==> src/rtl/clic_vector_fetch.sv <==
// Resolves the handler address for a CLIC machine external interrupt and issues one trap request per interrupt.
// Define CLIC_VECTOR_EN to enable shv vector-table fetches; without it every interrupt traps directly to mtvec.
module clic_vector_fetch #(
  parameter int vec_align = 6
) (
  input  logic        clock,
  input  logic        reset,
  input  logic        clic_meip,
  input  logic [11:0] clic_meid,
  input  logic        clic_shv,
  input  logic        mie_enable,
  input  logic [31:0] mtvec,
  input  logic [31:0] mtvt,
  output logic        vec_valid,
  output logic [31:0] vec_addr,
  input  logic [31:0] vec_rdata,
  input  logic        vec_ready,
  output logic        trap_valid,
  output logic [31:0] trap_pc,
  output logic [31:0] trap_cause,
  input  logic        trap_ack,
  output logic [1:0]  dbg_state
);

  // Handshakes: vec_valid/vec_addr hold until a one-cycle vec_ready pulse completes the read;
  // trap_valid/trap_pc/trap_cause hold until trap_ack is sampled high while trap_valid is high.

  typedef enum logic [1:0] {
    S_IDLE  = 2'd0,
    S_FETCH = 2'd1,
    S_REQ   = 2'd2
  } state_t;

  state_t      r_state;
  state_t      w_next;
  logic        r_holdoff;
  logic        r_trap_valid;
  logic [31:0] r_trap_pc;
  logic [31:0] r_trap_cause;
  logic        w_accept;
  logic        w_shv;

`ifdef CLIC_VECTOR_EN
  logic        r_vec_valid;
  logic [31:0] r_vec_addr;
  logic [31:0] w_vec_base;
  logic [31:0] w_vec_addr;
  logic        w_unused;

  assign w_shv      = clic_shv;
  assign w_vec_base = {mtvt[31:vec_align], {vec_align{1'b0}}};
  assign w_vec_addr = w_vec_base + {18'b0, clic_meid, 2'b00};
  assign vec_valid  = r_vec_valid;
  assign vec_addr   = r_vec_addr;
  assign w_unused   = &{1'b0, mtvec[1:0], vec_rdata[0], mtvt[vec_align-1:0]};
`else
  logic w_unused;

  assign w_shv     = 1'b0;
  assign vec_valid = 1'b0;
  assign vec_addr  = 32'b0;
  assign w_unused  = &{1'b0, clic_shv, mtvt, vec_rdata, vec_ready, mtvec[1:0]};
`endif

  assign trap_valid = r_trap_valid;
  assign trap_pc    = r_trap_pc;
  assign trap_cause = r_trap_cause;
  assign dbg_state  = r_state;

  always_comb begin
    w_next   = r_state;
    w_accept = 1'b0;
    case (r_state)
      S_IDLE: begin
        // Holdoff keeps a stale meip from being re-taken before the core clears MIE.
        if (!r_holdoff && clic_meip && (clic_meid != 12'd0) && mie_enable) begin
          w_accept = 1'b1;
          w_next   = w_shv ? S_FETCH : S_REQ;
        end
      end
`ifdef CLIC_VECTOR_EN
      S_FETCH: begin
        if (vec_ready) w_next = S_REQ;
      end
`endif
      S_REQ: begin
        if (trap_ack) w_next = S_IDLE;
      end
      default: w_next = S_IDLE;
    endcase
  end

  always_ff @(posedge clock) begin
    if (reset) begin
      r_state      <= S_IDLE;
      r_holdoff    <= 1'b0;
      r_trap_valid <= 1'b0;
      r_trap_pc    <= 32'b0;
      r_trap_cause <= 32'b0;
`ifdef CLIC_VECTOR_EN
      r_vec_valid  <= 1'b0;
      r_vec_addr   <= 32'b0;
`endif
    end else begin
      r_state      <= w_next;
      r_holdoff    <= (r_state == S_REQ) && trap_ack;
      r_trap_valid <= (w_next == S_REQ);
      if (w_accept) begin
        r_trap_cause <= {1'b1, 19'b0, clic_meid};
        if (!w_shv) r_trap_pc <= {mtvec[31:2], 2'b00};
      end
`ifdef CLIC_VECTOR_EN
      r_vec_valid <= (w_next == S_FETCH);
      if (w_accept && w_shv) r_vec_addr <= w_vec_addr;
      if ((r_state == S_FETCH) && vec_ready) r_trap_pc <= {vec_rdata[31:1], 1'b0};
`endif
    end
  end

endmodule

==> config.mk <==
export PLATFORM = sky130hd
export DESIGN_NAME = clic_vector_fetch
export DESIGN_NICKNAME = d
export VERILOG_FILES = /design/src/rtl/clic_vector_fetch.sv
export SDC_FILE = /design/constraint.sdc
export NUM_CORES = 1
export LEC_CHECK = 0
export BUFFER_PORTS_ARGS = -buffer_cell sky130_fd_sc_hd__buf_2
export CAP_MARGIN = 20
export CORE_MARGIN = 4
export CORE_UTILIZATION = 37
export DETAILED_ROUTE_END_ITERATION = 16
export PLACE_DENSITY = 0.87
export REMOVE_ABC_BUFFERS = 1
export SETUP_SLACK_MARGIN = 0.4
export SLEW_MARGIN = 20
export SYNTH_ARGS = -nofsm -noshare
export SYNTH_HDL_FRONTEND = slang
export SYNTH_SLANG_ARGS = --single-unit
==> constraint.sdc <==
create_clock -name clock -period 2.1 [get_ports clock]
set_clock_uncertainty 0.2 [all_clocks]
set_input_delay 0.21 -clock clock [delete_from_list [all_inputs] [get_ports clock]]
set_output_delay 0.21 -clock clock [all_outputs]
set_load 0.1 [all_outputs]
==> impl_metrics.tcl, run 1 <==
set metrics [dict create \
    status "complete, no violations" \
    min_period_over_period_pct 88.71 \
    nFillCells 586 \
    drive_gt1_share_pct 35.83 \
    setup_viol 0 \
    maxCapViolations 0 \
    critPathTopFamily "simple AND/OR/NAND/NOR gates" \
    grt_usage_pct 14.34 \
    hpwl_um 3950 \
    holdCritStartpoint "mtvec[7]" \
    max_stage_delay_ns 0.60 \
    die_h_um 87.80 \
    cp-start-kind "flip-flop" \
    end_kind "flip-flop" \
    numCtsBuffers 5 \
    cp_max_fo 11 \
    synth_area_per_cell_um2 8.857 \
    slowest_stage "or4_4" \
    clkLatencyLatePin_ns 0.29 \
    ys_seq_area_share_pct 39.94 \
    area_delta_synth_final_pct 26.08 \
    fin_crit_ns 1.863 \
    max_freq_mhz 536.8 \
    top_usage_layer "met2" \
    syn_area_mm2 0.002356 \
    setup_slack_ns 0.2370 \
    crit_type "flip-flop to flip-flop" \
    antenna_found_initial 0 \
    regArea_um2 942.2 \
    hold_class "primary input to flip-flop" \
    post-place-ws_ns 0.1489 \
    clock_sinks 47 \
    hold_viol 0 \
    clockRootBuffer "clkbuf_8" \
    rr_startpoint "r_holdoff" \
    start_util_pct 38.87 \
    port_buffers 92 \
    dr_total_vias 2016 \
    drtIter0Drc 68 \
    ys_types 22 \
    num-nets-final 474 \
    die_w_um 87.80 \
    rsz0062_at_grt "yes" \
    wire_per_inst_um 12.97 \
    num_rows 28 \
    netlist_instances 266 \
    viasPerCell 4.634 \
    ios 215 \
    arrival_ns 1.89 \
    die_area_mm2 0.007708 \
    path_cells "or4_4 > buf_12 > or3b_1 > a21oi_2" \
    yosysWarnings 0 \
    htree_num_levels 2 \
    grt_pass1_wl_um 8818 \
    ys_ff_latch 47 \
    grt_use_met1_pct 16.90 \
    multi_input_area_mm2 0.001124 \
    cts_tree "done" \
    clk_path_buf_depth 2 \
    p_leak_nw 1.409 \
    power_density_mw_per_mm2 770.7 \
    diodes 0 \
    antenna_left 0 \
    wirelength_um 5642 \
    first_pass_iters 5 \
    cp.required_ns 2.12 \
    setup.worst_path.start "r_holdoff" \
    drc_errors 0 \
    grt_pass1_vias 1917 \
    p_total_mw 2.289 \
    grt_max_degree 42 \
    worst_ir_drop_vdd_uv 492.7 \
    use_met2_pct 25.14 \
    grt-ovfl-total 0 \
    crit_buf_inv 1 \
    clk_pin_slew_ns 0.08 \
    place.gp.congestion 0.6802 \
    slew_viol_final 0 \
    fp.coreArea_mm2 0.006061 \
    grtUsageMet3_pct 4.798 \
]
## layout make-up
type,instances,area share [%]
Sequential cell,47,31.72
Timing Repair Buffer,108,23.80
Tap cell,75,3.159
Inverter,6,0.7582
Clock inverter,1,0.1685
Clock buffer,7,2.570
Multi-Input combinational cell,191,37.83
## tightest hold or removal path: stages
cell and delay (ns):
buf_2 0.09, or3b_1 0.14, a21oi_1 0.05
## worst paths after layout
check	endpoint	slack, ns	cells after the start
setup reg to reg	trap_pc[25]	0.24	4
setup / recovery	trap_pc[25]	0.24	4
hold / removal	trap_pc[7]	0.04	3
hold reg to reg	trap_pc[3]	0.27	2
## state kept, by name, indices dropped and copies added (netlist names)
name        count
r_holdoff       1
dbg_state       2
trap_cause     13
trap_pc        30
trap_valid      1
## cells in the mapped netlist
| cell type | number | area share, % |
|---|---|---|
| nand2b_1 | 2 | 0.53 |
| and3_1 | 1 | 0.27 |
| clkbuf_1 | 16 | 2.5 |
| nor3b_1 | 1 | 0.32 |
| nor4_1 | 3 | 0.80 |
| o32ai_1 | 2 | 0.74 |
| o21ai_1 | 15 | 3.2 |
| o21ba_1 | 3 | 1.3 |
| o21ai_0 | 25 | 5.3 |
| dfxtp_1 | 47 | 40 |
| nand2_1 | 1 | 0.16 |
| nor4bb_1 | 1 | 0.42 |
| inv_1 | 6 | 0.96 |
| nor2_1 | 1 | 0.16 |
| or2_0 | 4 | 1.1 |
| buf_6 | 5 | 2.4 |
| buf_4 | 54 | 17 |
| or4_4 | 1 | 0.48 |
| a21oi_1 | 40 | 8.5 |
| buf_2 | 1 | 0.21 |
| or3b_1 | 36 | 13 |
| conb_1 | 1 | 0.16 |
## through the flow
stage                     setup TNS (ns)  util (%)  hold slack [ns]  instance area, um2  std cells
after floorplan                   -10.29         -          0.07907                2032        244
after global placement                 0     43.77           0.2514                2653        418
after detailed placement               0     43.77           0.2652                2653        418
after CTS                              0     48.29          0.02867                2927        434
after global routing                   0     49.01          0.03571                2970        435
final                                  0     49.01          0.04428                2970        435
## report_power, final
part	switching (mW)	internal, mW
registers	0.0135	0.921
clock network	0.278	0.234
logic	0.725	0.118
total	1.02	1.27
## routing by layer
| metal | vias to the layer above | part of all wire, % | wire (um) |
|---|---|---|---|
| met5 | - | 0 | 0 |
| met3 | 5 | 12 | 683 |
| met1 | 901 | 40 | 2272 |
| li1 | 1002 | - | - |
| met4 | 0 | 0.85 | 48 |
| met2 | 108 | 47 | 2637 |
## repair_timing
action,CTS,global route
pin swaps,6,0
setup endpoints to repair,45,45
gates resized for setup,24,15
buffers inserted,2,0
endpoints found under the hold margin,3,0
hold buffers,3,0
gates cloned,3,1
## placed cells by master, fill, tap and decap left out, drive strengths merged
master,n
o21ai,40
o21ba,3
nor2,1
clkinv,1
conb,55
or4,1
dfxtp,47
nor4bb,1
inv,6
o32ai,2
nor4,3
nand2,1
nor3b,1
buf,104
or2,4
dlygate4sd3,3
clkbuf,8
a21oi,40
or3b,36
nand2b,2
and3,1
## logic make-up (layout without fill, tap and decap cells)
kind of cell / after synthesis / count (layout) / synth area share, %
other: 1 / 55 / 0.1592
buffers and inverters: 82 / 122 / 23.31
and+or+nand+nor: 51 / 51 / 17.58
DFF: 47 / 47 / 39.94
AOI/OAI and AO/OA: 85 / 85 / 19.01
No activity file was read; power rests on OpenSTA's default activity.
==> inputs of run 2 (changes only) <==
CELL_PAD_IN_SITES_DETAIL_PLACEMENT = 1   (was unset)
CELL_PAD_IN_SITES_GLOBAL_PLACEMENT = 1   (was unset)
CORE_MARGIN = unset   (was 4)
CORE_UTILIZATION = 25   (was 37)
PLACE_DENSITY = 0.88   (was 0.87)
==> impl_metrics.tcl, run 2 (same netlist as run 1, synthesis figures left out) <==
set metrics [dict create \
    hold_class "primary input to flip-flop" \
    grt_pass1_wl_um 9418 \
    wire_per_inst_um 12.64 \
    holdCritStartpoint "mtvec[4]" \
    r2r_setup_slack_ns 0.25 \
    start_util_pct 25.62 \
    fp.coreArea_mm2 0.009196 \
    fin_area_mm2 0.002897 \
    htree_num_levels 2 \
    numCtsBuffers 5 \
    p_total_mw 2.293 \
    die_h_um 99.08 \
    rr_startpoint "dbg_state[0]" \
    viasPerCell 4.288 \
    wirelength_um 5879 \
    dpl-instance-area_mm2 0.002715 \
    placed_cells 453 \
    grt_usage_pct 11.94 \
    antenna_left 0 \
    fin_crit_ns 1.849 \
    drive_gt1_share_pct 32.20 \
    maxCapViolations 0 \
    largest_reg_flops 30 \
    path_cells "or4_4 > buf_12 > or3b_1 > a21oi_2" \
    power_density_mw_per_mm2 791.8 \
    hold_viol 0 \
    die_w_um 99.08 \
    relSlewSlack_pct 62.15 \
    clk_pin_slew_ns 0.09 \
    rsz0062_at_grt "yes" \
    slew_viol_final 0 \
    clkLatencyLatePin_ns 0.29 \
    slowest_stage "or4_4" \
    place.gp.congestion 0.7275 \
    max_stage_delay_ns 0.55 \
    status "complete, no violations" \
    cts_tree "done" \
    clk_path_buf_depth 2 \
    hold_end "trap_pc[4]" \
    setup_viol 0 \
    cp.required_ns 2.14 \
    drc_errors 0 \
    port_buffers 92 \
    min_period_over_period_pct 88.06 \
    num_rows 35 \
    r2r_cells 4 \
    final_cell_mix "buf_2, conb_1, dfxtp_1" \
    fin_cells 465 \
    num-nets-final 468 \
    hpwl_um 4063 \
    cp_max_fo 33 \
    antenna_found_initial 1 \
    grt_pass1_vias 1963 \
    drtIter0Drc 17 \
    first_pass_iters 4 \
    p_leak_nw 1.370 \
    crit_type "flip-flop to flip-flop" \
    hold_depth 3 \
    worstMarginPinSlew_ns 0.5677 \
    area_delta_synth_final_pct 22.94 \
    clockRootBuffer "clkbuf_8" \
    cts_setup_buffers 0 \
    ios 215 \
    max_freq_mhz 540.8 \
    dr_total_vias 1994 \
    worst_ir_drop_vdd_uv 248.1 \
    grt_max_degree 46 \
    final_common_cell "buf_2" \
    arrival_ns 1.89 \
    r2r-end "trap_pc[11]" \
    die_area_mm2 0.009816 \
    cp-start-kind "flip-flop" \
    end_kind "flip-flop" \
    clock_sinks 47 \
    diodes 0 \
    grt-ovfl-total 0 \
]
## run 2: cell types whose count changed in the layout (fill, tap and decap cells not counted), sizes merged
cell / previous run / this run
clkbuf: 8 / 5
buf: 104 / 98
bufbuf: 0 / 1
clkinv: 1 / 3
## run 2: worst max-delay path by stage
| stage | start | endpoint |
|---|---|---|
| final | dbg_state[0] | trap_pc[11] |
| after global routing | r_holdoff | trap_pc[5] |
| after CTS | r_holdoff | trap_pc[11] |
| after detailed placement | dbg_state[1] | trap_cause[5] |
| after global placement | dbg_state[1] | trap_cause[2] |
| after floorplan | clic_meid[7] | dbg_state[1] |
## run 2: timing repair
action / CTS / global route
hold buffers: 3 / 0
hold endpoints to repair: 3 / 0
cloned: 1 / 0
endpoints found under the setup margin: 45 / 45
gates resized for setup: 5 / 8
pin swaps: 1 / 1
## run 2: per-stage QoR
stage               setup TNS, ns  hold slack, ns  setup slack (ns)  util [%]
global route                    0         0.03435            0.1710     31.50
global placement                0          0.2563            0.2049     29.52
detailed placement              0          0.2657            0.1794     29.52
CTS                             0         0.02447            0.2434     31.28
floorplan                  -10.29         0.07907           -0.2433         -
finish                          0         0.04319            0.2508     31.50
## run 2: cell type report
| cell class | instances | area [um2] |
|---|---|---|
| Timing Repair Buffer | 102 | 618.1 |
| Fill cell | 1118 | 6300 |
| Clock buffer | 5 | 68.82 |
| Clock inverter | 3 | 15.01 |
| Tap cell | 111 | 138.9 |
| Sequential cell | 47 | 940.9 |
| Inverter | 6 | 22.52 |
| Multi-Input combinational cell | 191 | 1092 |
## run 2: metal layers
layer | GRT usage (%) | wire, um
met5 | 0 | 13
met4 | 2.376 | 2
met3 | 3.191 | 342
met2 | 20.66 | 2867
met1 | 14.92 | 2653
## run 2: where the power goes
| group | total (mW) | leakage [nW] | switching, mW | internal (mW) |
|---|---|---|---|---|
| logic | 0.825 | 0.940 | 0.720 | 0.105 |
| registers | 0.934 | 0.382 | 0.0132 | 0.921 |
| clock network | 0.535 | 0.0477 | 0.306 | 0.229 |
| total | 2.29 | 1.37 | 1.04 | 1.25 |
## run 2: critical path, delay by kind of cell, from the launching register on
| family | cells | cell delay [ns] |
|---|---|---|
| DFF | 1 | 0.34 |
| AOI/OAI and AO/OA | 1 | 0.12 |
| and+or+nand+nor | 2 | 0.93 |
| buffers and inverters | 1 | 0.19 |
